[src/rtl/result_collector.sv]
// Collects the flagged result stream from the end of the systolic chain:
// numbers, requantises and buffers each result, and tracks a per-vector argmax.
module result_collector #(
    parameter int DATA_WIDTH    = 32,
    parameter int NEURON_AMOUNT = 4,
    parameter int FIFO_DEPTH    = 8,
    parameter int SHIFT         = 0,
    parameter int OUT_WIDTH     = 8
) (
    input  logic                  clk,
    input  logic                  rst_n,
    input  logic [DATA_WIDTH:0]   input_result,
    output logic [OUT_WIDTH-1:0]  out_value,
    output logic [DATA_WIDTH-1:0] out_index,
    output logic                  out_last,
    output logic                  out_valid,
    input  logic                  out_ready,
    output logic [DATA_WIDTH-1:0] argmax_index,
    output logic                  argmax_valid,
    output logic                  overflow
);

    localparam int CW = (NEURON_AMOUNT > 1) ? $clog2(NEURON_AMOUNT) : 1;
    localparam int PW = $clog2(FIFO_DEPTH);
    localparam int QW = PW + 1;
    localparam logic [CW-1:0] LAST_IDX = CW'(NEURON_AMOUNT - 1);
    localparam logic [QW-1:0] DEPTH_C  = QW'(FIFO_DEPTH);

    // Capture-side decode
    logic                  cap;
    logic [DATA_WIDTH-1:0] acc;
    logic                  is_last;
    logic [DATA_WIDTH-1:0] q_wide;
    logic [OUT_WIDTH-1:0]  q_val;

    // FIFO storage (no reset needed: outputs are gated by out_valid)
    logic [OUT_WIDTH-1:0] mem_val_q  [FIFO_DEPTH];
    logic [CW-1:0]        mem_idx_q  [FIFO_DEPTH];
    logic                 mem_last_q [FIFO_DEPTH];

    logic [PW-1:0] wr_ptr_q, wr_ptr_d;
    logic [PW-1:0] rd_ptr_q, rd_ptr_d;
    logic [QW-1:0] count_q,  count_d;
    logic          pop, push;

    logic [CW-1:0]         cnt_q, cnt_d;
    logic [DATA_WIDTH-1:0] max_val_q, max_val_d;
    logic [CW-1:0]         max_idx_q, max_idx_d;
    logic [CW-1:0]         win_idx;
    logic [DATA_WIDTH-1:0] win_val;
    logic [DATA_WIDTH-1:0] am_idx_q, am_idx_d;
    logic                  am_vld_q, am_vld_d;
    logic                  ovf_q, ovf_d;

    assign cap     = input_result[DATA_WIDTH];
    assign acc     = input_result[DATA_WIDTH-1:0];
    assign is_last = (cnt_q == LAST_IDX);

    // Requantise: shift, then clamp to the unsigned output range
    always_comb begin
        q_wide = acc >> SHIFT;
        if ((q_wide >> OUT_WIDTH) != '0) begin
            q_val = '1;
        end else begin
            q_val = q_wide[OUT_WIDTH-1:0];
        end
    end

    assign out_valid = (count_q != '0);
    assign pop       = out_valid & out_ready;
    // A full FIFO still accepts when the head leaves in the same cycle
    assign push      = cap & ((count_q != DEPTH_C) | pop);

    assign out_value = out_valid ? mem_val_q[rd_ptr_q] : '0;
    assign out_index = out_valid ? DATA_WIDTH'(mem_idx_q[rd_ptr_q]) : '0;
    assign out_last  = out_valid & mem_last_q[rd_ptr_q];

    always_comb begin
        wr_ptr_d = wr_ptr_q;
        rd_ptr_d = rd_ptr_q;
        count_d  = count_q;
        if (push) wr_ptr_d = wr_ptr_q + PW'(1);
        if (pop)  rd_ptr_d = rd_ptr_q + PW'(1);
        case ({push, pop})
            2'b10:   count_d = count_q + QW'(1);
            2'b01:   count_d = count_q - QW'(1);
            default: count_d = count_q;
        endcase
    end

    // Running max: index 0 always loads, later entries only on strict '>'
    always_comb begin
        win_val = max_val_q;
        win_idx = max_idx_q;
        if ((cnt_q == '0) || (acc > max_val_q)) begin
            win_val = acc;
            win_idx = cnt_q;
        end
    end

    always_comb begin
        cnt_d     = cnt_q;
        max_val_d = max_val_q;
        max_idx_d = max_idx_q;
        am_idx_d  = am_idx_q;
        am_vld_d  = 1'b0;
        ovf_d     = ovf_q;
        if (cap) begin
            cnt_d     = is_last ? '0 : cnt_q + CW'(1);
            max_val_d = win_val;
            max_idx_d = win_idx;
            if (!push) ovf_d = 1'b1;
            if (is_last) begin
                am_idx_d = DATA_WIDTH'(win_idx);
                am_vld_d = 1'b1;
            end
        end
    end

    always_ff @(posedge clk) begin
        if (push) begin
            mem_val_q[wr_ptr_q]  <= q_val;
            mem_idx_q[wr_ptr_q]  <= cnt_q;
            mem_last_q[wr_ptr_q] <= is_last;
        end
    end

    always_ff @(posedge clk) begin
        if (!rst_n) begin
            wr_ptr_q  <= '0;
            rd_ptr_q  <= '0;
            count_q   <= '0;
            cnt_q     <= '0;
            max_val_q <= '0;
            max_idx_q <= '0;
            am_idx_q  <= '0;
            am_vld_q  <= 1'b0;
            ovf_q     <= 1'b0;
        end else begin
            wr_ptr_q  <= wr_ptr_d;
            rd_ptr_q  <= rd_ptr_d;
            count_q   <= count_d;
            cnt_q     <= cnt_d;
            max_val_q <= max_val_d;
            max_idx_q <= max_idx_d;
            am_idx_q  <= am_idx_d;
            am_vld_q  <= am_vld_d;
            ovf_q     <= ovf_d;
        end
    end

    assign argmax_index = am_idx_q;
    assign argmax_valid = am_vld_q;
    assign overflow     = ovf_q;

endmodule

[config.mk]
export PLATFORM = sky130hd
export DESIGN_NAME = result_collector
export DESIGN_NICKNAME = d
export VERILOG_FILES = /design/src/rtl/result_collector.sv
export SDC_FILE = /design/constraint.sdc
export NUM_CORES = 1
export LEC_CHECK = 0
export CAP_MARGIN = 20
export CORE_AREA = 3 3 130 132
export CTS_CLUSTER_DIAMETER = 100
export DETAILED_ROUTE_END_ITERATION = 6
export DIE_AREA = 0 0 133 135
export PLACE_DENSITY = 0.71
export SLEW_MARGIN = 10
export SYNTH_ARGS = -nofsm -noshare
export SYNTH_HDL_FRONTEND = slang
export SYNTH_SLANG_ARGS = --single-unit
export TNS_END_PERCENT = 10
[constraint.sdc]
create_clock -name clk -period 5.1 [get_ports clk]
set_input_delay 0.765 -clock clk [delete_from_list [all_inputs] [get_ports clk]]
set_output_delay 0.765 -clock clk [all_outputs]
set_load 0.02 [all_outputs]
==> metrics.txt <==
pin count of the biggest net entering global routing 86; hold crit path type register to register; final setup fails 0; post-synthesis sequential area ratio 0.524; via count 4250; FP Rows 46; status finished, final reports clean; CTS tree done; Post-CTS Hold Buffers 0; Least-Margin Pin Slew 869 ps; Final period util 0.720; CP max FO 12; first-pass GRT wire length 21600 um; post-CTS setup buffers 0; commonest cells after routing, fill and taps aside 89 x nand2_1, 88 x edfxtp_1, 60 x conb_1, 53 x dfxtp_1, 50 x clkdlybuf4s50_1; Total GRT Usage 0.155; Final min period 3670 ps; max-slew violations 0; Iteration-0 DRC Markers 279; clock-pin slew on the worst setup and hold paths 60 ps; Worst EP arrival 2910 ps; Core ar. 15800 um2; Slew HR 0.418; Worst Setup Start Kind register; peak supply drop 272 uV; Pwr Density 419 nW/um2; layout cells sized above 1 0.117; Initial Utilization 0.447; 1st-pass router iterations 4; Crit Path Class register to output port; Num Clock Sinks 141; Area growth syn-to-layout 15.9%; Clock Skews 11.8 ps; GP Congestion 0.813; initial antenna violation count 0; post-synthesis cell type count 44; Die H 135 um; Final Hold Viols 0; ANT nets after route 0; remaining routing DRC violations 0; Place WS 1330 ps; diodes inserted 0; Max Cap Violations 0; Die Width 133 um; vias per inst 4.82; Final #Nets 728; CTS H-tree lvls 4; Warnings, synthesis 0; RSZ-0062 raised after global routing no; Worst R2R Path Depth 9; Avg Inst Size Synth 12.0 um2; most common cell after layout, fill and taps aside nand2_1; FF-to-FF End max_val_q[19]; Die ar. 18000 um2; Post-synth EDFFs 88; Synth Register Bits 141; P_leak 3.10 nW; Setup TNS Final 0 ps; clk buf depth 2; Syn Std Cell Area 7070 um2; I/O pins 112; Post-synth ARST share 0; port bufs 51; Worst Setup EP out_last; vias in the first global route 4221; setup ws final 1430 ps; drt total wl 13600 um; fmax 0.272 GHz; DP HPWL 9450 um; Reg2Reg Setup Slack 2240 ps; Synth Flop Type edfxtp_1; DR WL/cell 15.5 um; later-pin clock latency in the skew report 410 ps; Root Driver clkbuf_16; Worst Path Required 4340 ps; synthesized instance count 589; Critical Path End Type output port; cts bufs inserted 17; cts repair resizes 0; reg2reg start max_val_q[29]; GR Overflow Total 0
critical path, cell delays in order (launching register included):
cell             delay [ps]
dfxtp_1                 800
buf_4                   390
mux4_2                  540
mux2i_1                 170
nor2_1                   50
clkdlybuf4s50_1         540
layer usage:
layer	vias to the layer above	global-route usage	routed length [um]
li1	2095	-	-
met1	2067	0.185	5830
met2	83	0.275	7140
met3	5	0.0451	607
met4	0	0.0381	55
met5	-	0	0
cell type report:
class | count | area, um2
multi-input cells | 387 | 2850
inverters | 41 | 154
flip-flops and latches | 141 | 3700
well taps | 216 | 270
clock inverters | 13 | 141
fillers | 1313 | 7640
repair buffers | 64 | 642
clock buffers | 19 | 433
cell families after synthesis:
group | share of synthesized area
xor+xnor | 0.00743
compound gates | 0.0418
mux | 0.135
fa+ha+maj | 0.0718
simple gates | 0.111
flops | 0.524
buf+inv | 0.108
other cells | 0.000530
worst min path at each step:
| stage | startpoint | end | slack [ps] | cells after the start |
|---|---|---|---|---|
| final | max_val_q[4] | max_val_q[4] | 460 | 2 |
| after CTS | max_val_q[4] | max_val_q[4] | 460 | 2 |
| after floorplan | max_val_q[10] | max_val_q[10] | 440 | 2 |
| after detailed placement | max_val_q[2] | max_val_q[2] | 450 | 2 |
| after global routing | max_val_q[4] | max_val_q[4] | 470 | 2 |
| after global placement | max_val_q[17] | max_val_q[17] | 440 | 2 |
state kept, by name (all words and copies together) (netlist names), named ones only:
name	count
argmax_valid	1
max_val_q	32
cnt_q	2
mem_last_q	8
rd_ptr_q	3
mem_val_q	64
mem_idx_q	16
wr_ptr_q	3
count_q	4
max_idx_q	2
argmax_index	2
overflow	1
synthesized netlist by cell type, drive strengths merged (6+ instances only):
| cell | number | share of area |
|---|---|---|
| nand2 | 89 | 0.047 |
| edfxtp | 88 | 0.37 |
| buf | 67 | 0.076 |
| dfxtp | 53 | 0.15 |
| mux2i | 46 | 0.065 |
| inv | 41 | 0.022 |
| ha | 39 | 0.069 |
| nor2 | 23 | 0.012 |
| mux4 | 22 | 0.070 |
| a21oi | 17 | 0.012 |
| o21ai | 11 | 0.0078 |
| and2 | 9 | 0.0080 |
| nor4 | 9 | 0.011 |
| or3 | 9 | 0.0080 |
| nand4 | 8 | 0.0080 |
| clkbuf | 6 | 0.0032 |
| dlygate4sd1 | 6 | 0.0074 |
| nor3 | 6 | 0.0042 |
stage by stage:
stage,area [um2],hold slack (ps),std cells,util,power [mW]
2_1_floorplan,7290,438,648,-,1.95
3_3_place_gp,7520,444,840,0.475,2.23
4_1_cts,8100,459,872,0.512,3.46
6_report,8190,458,881,0.518,3.43
3_5_place_dp,7520,451,840,0.475,2.26
5_1_grt,8190,470,881,0.518,3.60
power by group:
| part | leakage (nW) | switching [mW] | internal [mW] | total (mW) |
|---|---|---|---|---|
| combinational | 1.58 | 0.478 | 0.428 | 0.906 |
| clock | 0.274 | 0.478 | 0.723 | 1.20 |
| sequential | 1.25 | 0.0621 | 1.26 | 1.33 |
(Power assumes the default switching activity.)
==> patch 1 (same settings) <==
`max_val_q` no longer has a reset.
--- a/src/rtl/result_collector.sv
+++ b/src/rtl/result_collector.sv
@@ -133,3 +133,2 @@
             cnt_q     <= '0;
-            max_val_q <= '0;
             max_idx_q <= '0;
@@ -143,3 +142,2 @@
             cnt_q     <= cnt_d;
-            max_val_q <= max_val_d;
             max_idx_q <= max_idx_d;
@@ -149,2 +147,6 @@
         end
+    end
+
+    always_ff @(posedge clk) begin
+        max_val_q <= max_val_d;
     end
Behaviour: same outputs for any inputs over 4 cycles, from zero or initial values and one cycle with rst_n low; that may be too few to reach the edited logic, so the function may still have changed.
==> patch 1 against the unedited design <==
  * Synthesized area is 5.2% lower
  * Non-clock buffer count is 3 lower
  * Maximum frequency is 13% higher
  * Cell area is 2.5% lower
  * Setup slack better by 0.42 ns
  * Sequential cell count stayed put
  * Largest power group unchanged
  * Total power is 3.1% higher
  * Routed wire length is 9.1% lower
==> patch 1: results (changes against the unedited design) <==
* Status: completed (unchanged)
* XOR/XNOR share of the synthesized area at 0.00784 (was 0.00743)
* Max VDD drop at 0.183 mV (was 0.272 mV)
* TritonRoute pass-1 iters at 4 (unchanged)
* Clk buf depth at 2 (unchanged)
* Clock Latency Late Sink at about 0.42 ns
* Crit-path max cell delay at 0.56 ns (was 0.80 ns)
* Pwr Total at 3.54 mW (was 3.43 mW)
* Crit-path leading delay family: buffers and inverters (unchanged)
* Mean Syn Cell Area at 14.0 um^2 (was 12.0 um^2)
* CTS root buf: clkbuf_16 (unchanged)
* Average wire per standard cell at 15.9 um (was 15.5 um)
* Clock slew at reported path FFs at 0.06 ns (about the same)
* Ranking of synthesized cells by area: edfxtp_1, mux4_2, ha_1, buf_4, dfxtp_1 (was edfxtp_1, dfxtp_1, mux4_2, ha_1, mux2i_1)
* WL met2 at 6510 um (was 7140 um)
* Post-synthesis mux area share at 0.0948 (was 0.135)
* H-tree depth at 4 (unchanged)
* Number of buffers created by CTS at 17 (unchanged)
* Residual DRC at 0 (unchanged)
* Initial antenna violation count at 0 (unchanged)
* Final Wtd Congestion at 0.857 (was 0.813)
* Dpl cell area at 0.00730 mm^2 (was 0.00752 mm^2)
* Slew HR at 0.307 (was 0.418)
* GRT Total Usage at 0.146 (was 0.155)
* Worst slack, placed at 1.39 ns (was 1.33 ns)
* Routed length on met1 at 5120 um (was 5830 um)
* EDFF count, synth at 120 (was 88)
* Max layer used: met4 (unchanged)
* M3 GR Usage at 0.0410 (was 0.0451)
* Met2 Track Usage GR at 0.256 (was 0.275)
* CTS resizes at 0 (unchanged)
* Clk_skew at 0.00421 ns (was 0.0118 ns)
* Synth Area in Compound Gates at 0.0425 (was 0.0418)
* Top cells by count, synth: edfxtp_1, buf_4, inv_1 (was nand2_1, edfxtp_1, buf_4)
* Leak Pwr at 2.98 nW (was 3.10 nW)
* Post-synthesis sequential area ratio at 0.600 (was 0.524)
* Max FO, Critical Path at 22 (was 12)
* Nets@finish at 626 (was 728)
* Met3 wire len at 585 um (was 607 um)
* First-pass GRT wire length at 20,300 um (was 21,600 um)
* Final Non-Filler Cells at 779 (was 881)
* Largest net degree at the start of global routing at 35 (was 86)
* Library cells used by synthesis at 43 (was 44)
* Dpl hpwl at 8850 um (was 9450 um)
* Post-synthesis async set-or-reset flop share at 0 (unchanged)
* Vias in the first global route at 3,912 (was 4,221)
* Clock Power Share at 0.369 (was 0.350)
* Post-synthesis adder-cell area fraction at 0.0758 (was 0.0718)
* DR iter-0 viols at 252 (was 279)
* Postcts setup bufs at 0 (unchanged)
* Crit path DAT at 2.49 ns (was 2.91 ns)
* Share of cells above drive strength 1 at 0.126 (was 0.117)
* DP Cell Count at 743 (was 840)
* GR Layer Usage met1 at 0.173 (was 0.185)
* Via density at 4.77 (was 4.82)
* Switch share at 0.273 (was 0.297)
* Worst path slowest cell: mux4_2 (was dfxtp_1)
patch 1: cell count changes after synthesis, sizes merged, moves of 2 or more:
cell	unedited run	this run
a21boi	5	8
buf	67	63
dfxtp	53	21
dlygate4sd1	6	0
edfxtp	88	120
mux2i	46	14
nand2	89	26
nand3	5	2
nor4	9	11
o211ai	2	0
o21a	2	4
o21ai	11	8
patch 1: worst paths after layout:
check / slack (ns) / startpoint / end / depth (start not counted)
max: 1.85 / flip-flop / out_value[0] / 5
min: 0.47 / overflow$_SDFFE_PN0P_ / overflow$_SDFFE_PN0P_ / 1
max reg2reg: 2.33 / max_val_q[27]$_DFFE_PP_ / max_val_q[13]$_DFFE_PP_ / 7
min reg2reg: 0.47 / overflow$_SDFFE_PN0P_ / overflow$_SDFFE_PN0P_ / 1
patch 1: area by class of cell:
cell class	instances	area, um^2
clock buffers	18	429
clock inverters	14	199
fillers	1325	7840
inverters	41	154
multi-input cells	288	2280
flip-flops and latches	141	4020
well taps	216	270
repair buffers	61	628
==> patch 2 (same flow settings) <==
Without the edit above. Set the parameter `DATA_WIDTH` to 48 (it was 32).
--- a/src/rtl/result_collector.sv
+++ b/src/rtl/result_collector.sv
@@ -3,3 +3,3 @@
 module result_collector #(
-    parameter int DATA_WIDTH    = 32,
+    parameter int DATA_WIDTH    = 48,
     parameter int NEURON_AMOUNT = 4,
Ports: changed (resized argmax_index, input_result and out_index); port bits go from 112 to 160. No check against the original RTL was run, so the function may have changed too.
==> patch 2 against the unedited design <==
  * Clock skew is 0.0034 ns lower
  * Total power rose by 7.1%
  * Die area did not move
  * Sequential cell count increased by 16
  * Setup slack worse by 0.20 ns
  * Worst hold slack lost 0.0023 ns
  * Synthesized area grew 18%
  * Cell area rose by 15%
  * Register-to-register slack worse by 0.57 ns
  * Sequential share of layout area shrank 2.6 points
  * Count of clock-buffer cells in the layout is 2 lower
  * Global-route usage up 2.9 points
  * Routed wire length up 17%
  * Critical path type is now in2reg
==> patch 2: results (changes against the unedited design) <==
* Max FO, Critical Path at 29 (was 12)
* Least-Margin Pin Slew at 1.17 ns (was 0.869 ns)
* Status: completed (unchanged)
* Post-synthesis sequential area ratio at 0.481 (was 0.524)
* Largest net degree at the start of global routing at 118 (was 86)
* Share of cells above drive strength 1 at 0.0860 (was 0.117)
* Port bufs at 67 (was 51)
* Final Wtd Congestion at 0.802 (was 0.813)
* Post-Route WL at 16,000 um (was 13,600 um)
* Nets@finish at 932 (was 728)
* First-pass GRT wire length at 26,200 um (was 21,600 um)
* Library cells used by synthesis at 47 (was 44)
* Ranking of synthesized cells by area: edfxtp_1, dfxtp_1, buf_4, ha_1, mux2i_1 (was edfxtp_1, dfxtp_1, mux4_2, ha_1, mux2i_1)
* Max VDD drop at 0.248 mV (was 0.272 mV)
* GRT Total Usage at 0.184 (was 0.155)
* Mapped Cells at 756 (was 589)
* Clk_skew at 0.00847 ns (was 0.0118 ns)
* DP Cell Count at 1,015 (was 840)
* Vias at 5,261 (was 4,250)
* Final Non-Filler Cells at 1,053 (was 881)
* Leak Pwr at 3.67 nW (was 3.10 nW)
* Top cells by count, synth: nand2_1, buf_4, edfxtp_1 (was nand2_1, edfxtp_1, buf_4)
* Crit path DAT at 4.22 ns (was 2.91 ns)
* DR iter-0 viols at 248 (was 279)
* Reg2reg setup slack at 1.67 ns (was 2.24 ns)
* Biggest regs: mem_val_q: 64 flops, max_val_q: 48 flops, mem_idx_q: 16 flops (was mem_val_q: 64 flops, max_val_q: 32 flops, mem_idx_q: 16 flops)
* Worst slack, placed at 0.765 ns (was 1.33 ns)
* Post-layout worst setup margin at 1.22 ns (was 1.43 ns)
* Post-synthesis async set-or-reset flop share at 0 (unchanged)
## patch 2: cell types whose count changed in the layout (fill, tap and decap cells not counted), moves of 5 or more
cell	before	now
conb_1	60	92
nor4_1	6	13
or3_1	9	1
nand2_1	89	129
clkdlybuf4s50_1	50	66
dfxtp_1	53	69
nand4_1	7	13
inv_1	40	58
nand2b_1	4	12
a21o_1	2	7
mux2i_1	46	62
ha_1	39	55
inv_8	0	6
## patch 2: layout make-up
cell class              count  area [um^2]
multi-input cells         514         3610
repair buffers             76          751
inverters                  58          218
fillers                  1281         6380
clock inverters            15          146
clock buffers              17          425
flip-flops and latches    157         4020
well taps                 216          270
## patch 2: path summary, 6_finish.rpt
path / cells past startpoint / startpoint / end
worst max-delay path: 10 / input_result[47] / max_val_q[24]$_SDFFE_PN0P_
worst max register to register: 10 / max_val_q[47]$_SDFFE_PN0P_ / max_val_q[24]$_SDFFE_PN0P_
worst min register to register: 2 / max_val_q[9]$_SDFFE_PN0P_ / max_val_q[9]$_SDFFE_PN0P_
worst min-delay path: 2 / max_val_q[9]$_SDFFE_PN0P_ / max_val_q[9]$_SDFFE_PN0P_
## patch 2: cells by family (layout without fill, tap and decap cells)
logic type	after synthesis	count (layout)	share of synthesized area
and+or+nand+nor	219	219	0.119
buffers and inverters	176	166	0.131
DFF	157	157	0.481
muxes	84	84	0.133
AOI/OAI and AO/OA	57	57	0.0449
adders and majority gates	56	56	0.0846
xor gates and xnor gates	6	6	0.00628
other	1	92	0.000448
## patch 2: per-stage QoR
step                      area, um^2  hold WS [ns]
final                           9440         0.456
after global routing            9440         0.473
after CTS                       9380         0.459
after detailed placement        8810         0.447
after global placement          8810         0.442
after floorplan                 8710         0.435
## patch 2: critical path, cell delays in order
cell	delay, ns
clkdlybuf4s50_1	0.45
ha_1	0.36
nand4_1	0.19
nor4_1	0.41
nand4_1	0.21
nand2b_1	0.22
a21oi_2	0.13
o311a_2	0.65
buf_4	0.55
mux2i_1	0.25
## patch 2: metal layers
| layer | wire, um | track usage | up-vias |
|---|---|---|---|
| li1 | - | - | 2585 |
| met1 | 6550 | 0.216 | 2515 |
| met2 | 8400 | 0.332 | 134 |
| met3 | 655 | 0.0399 | 27 |
| met4 | 342 | 0.0670 | 0 |
| met5 | 0 | 0 | - |
## patch 2: power breakdown
part / leakage (nW) / switching [mW] / internal [mW] / total, mW
Sequential: 1.38 / 0.0740 / 1.40 / 1.47
Combinational: 2.01 / 0.523 / 0.462 / 0.984
Clock: 0.277 / 0.571 / 0.651 / 1.22
Total: 3.67 / 1.17 / 2.51 / 3.68
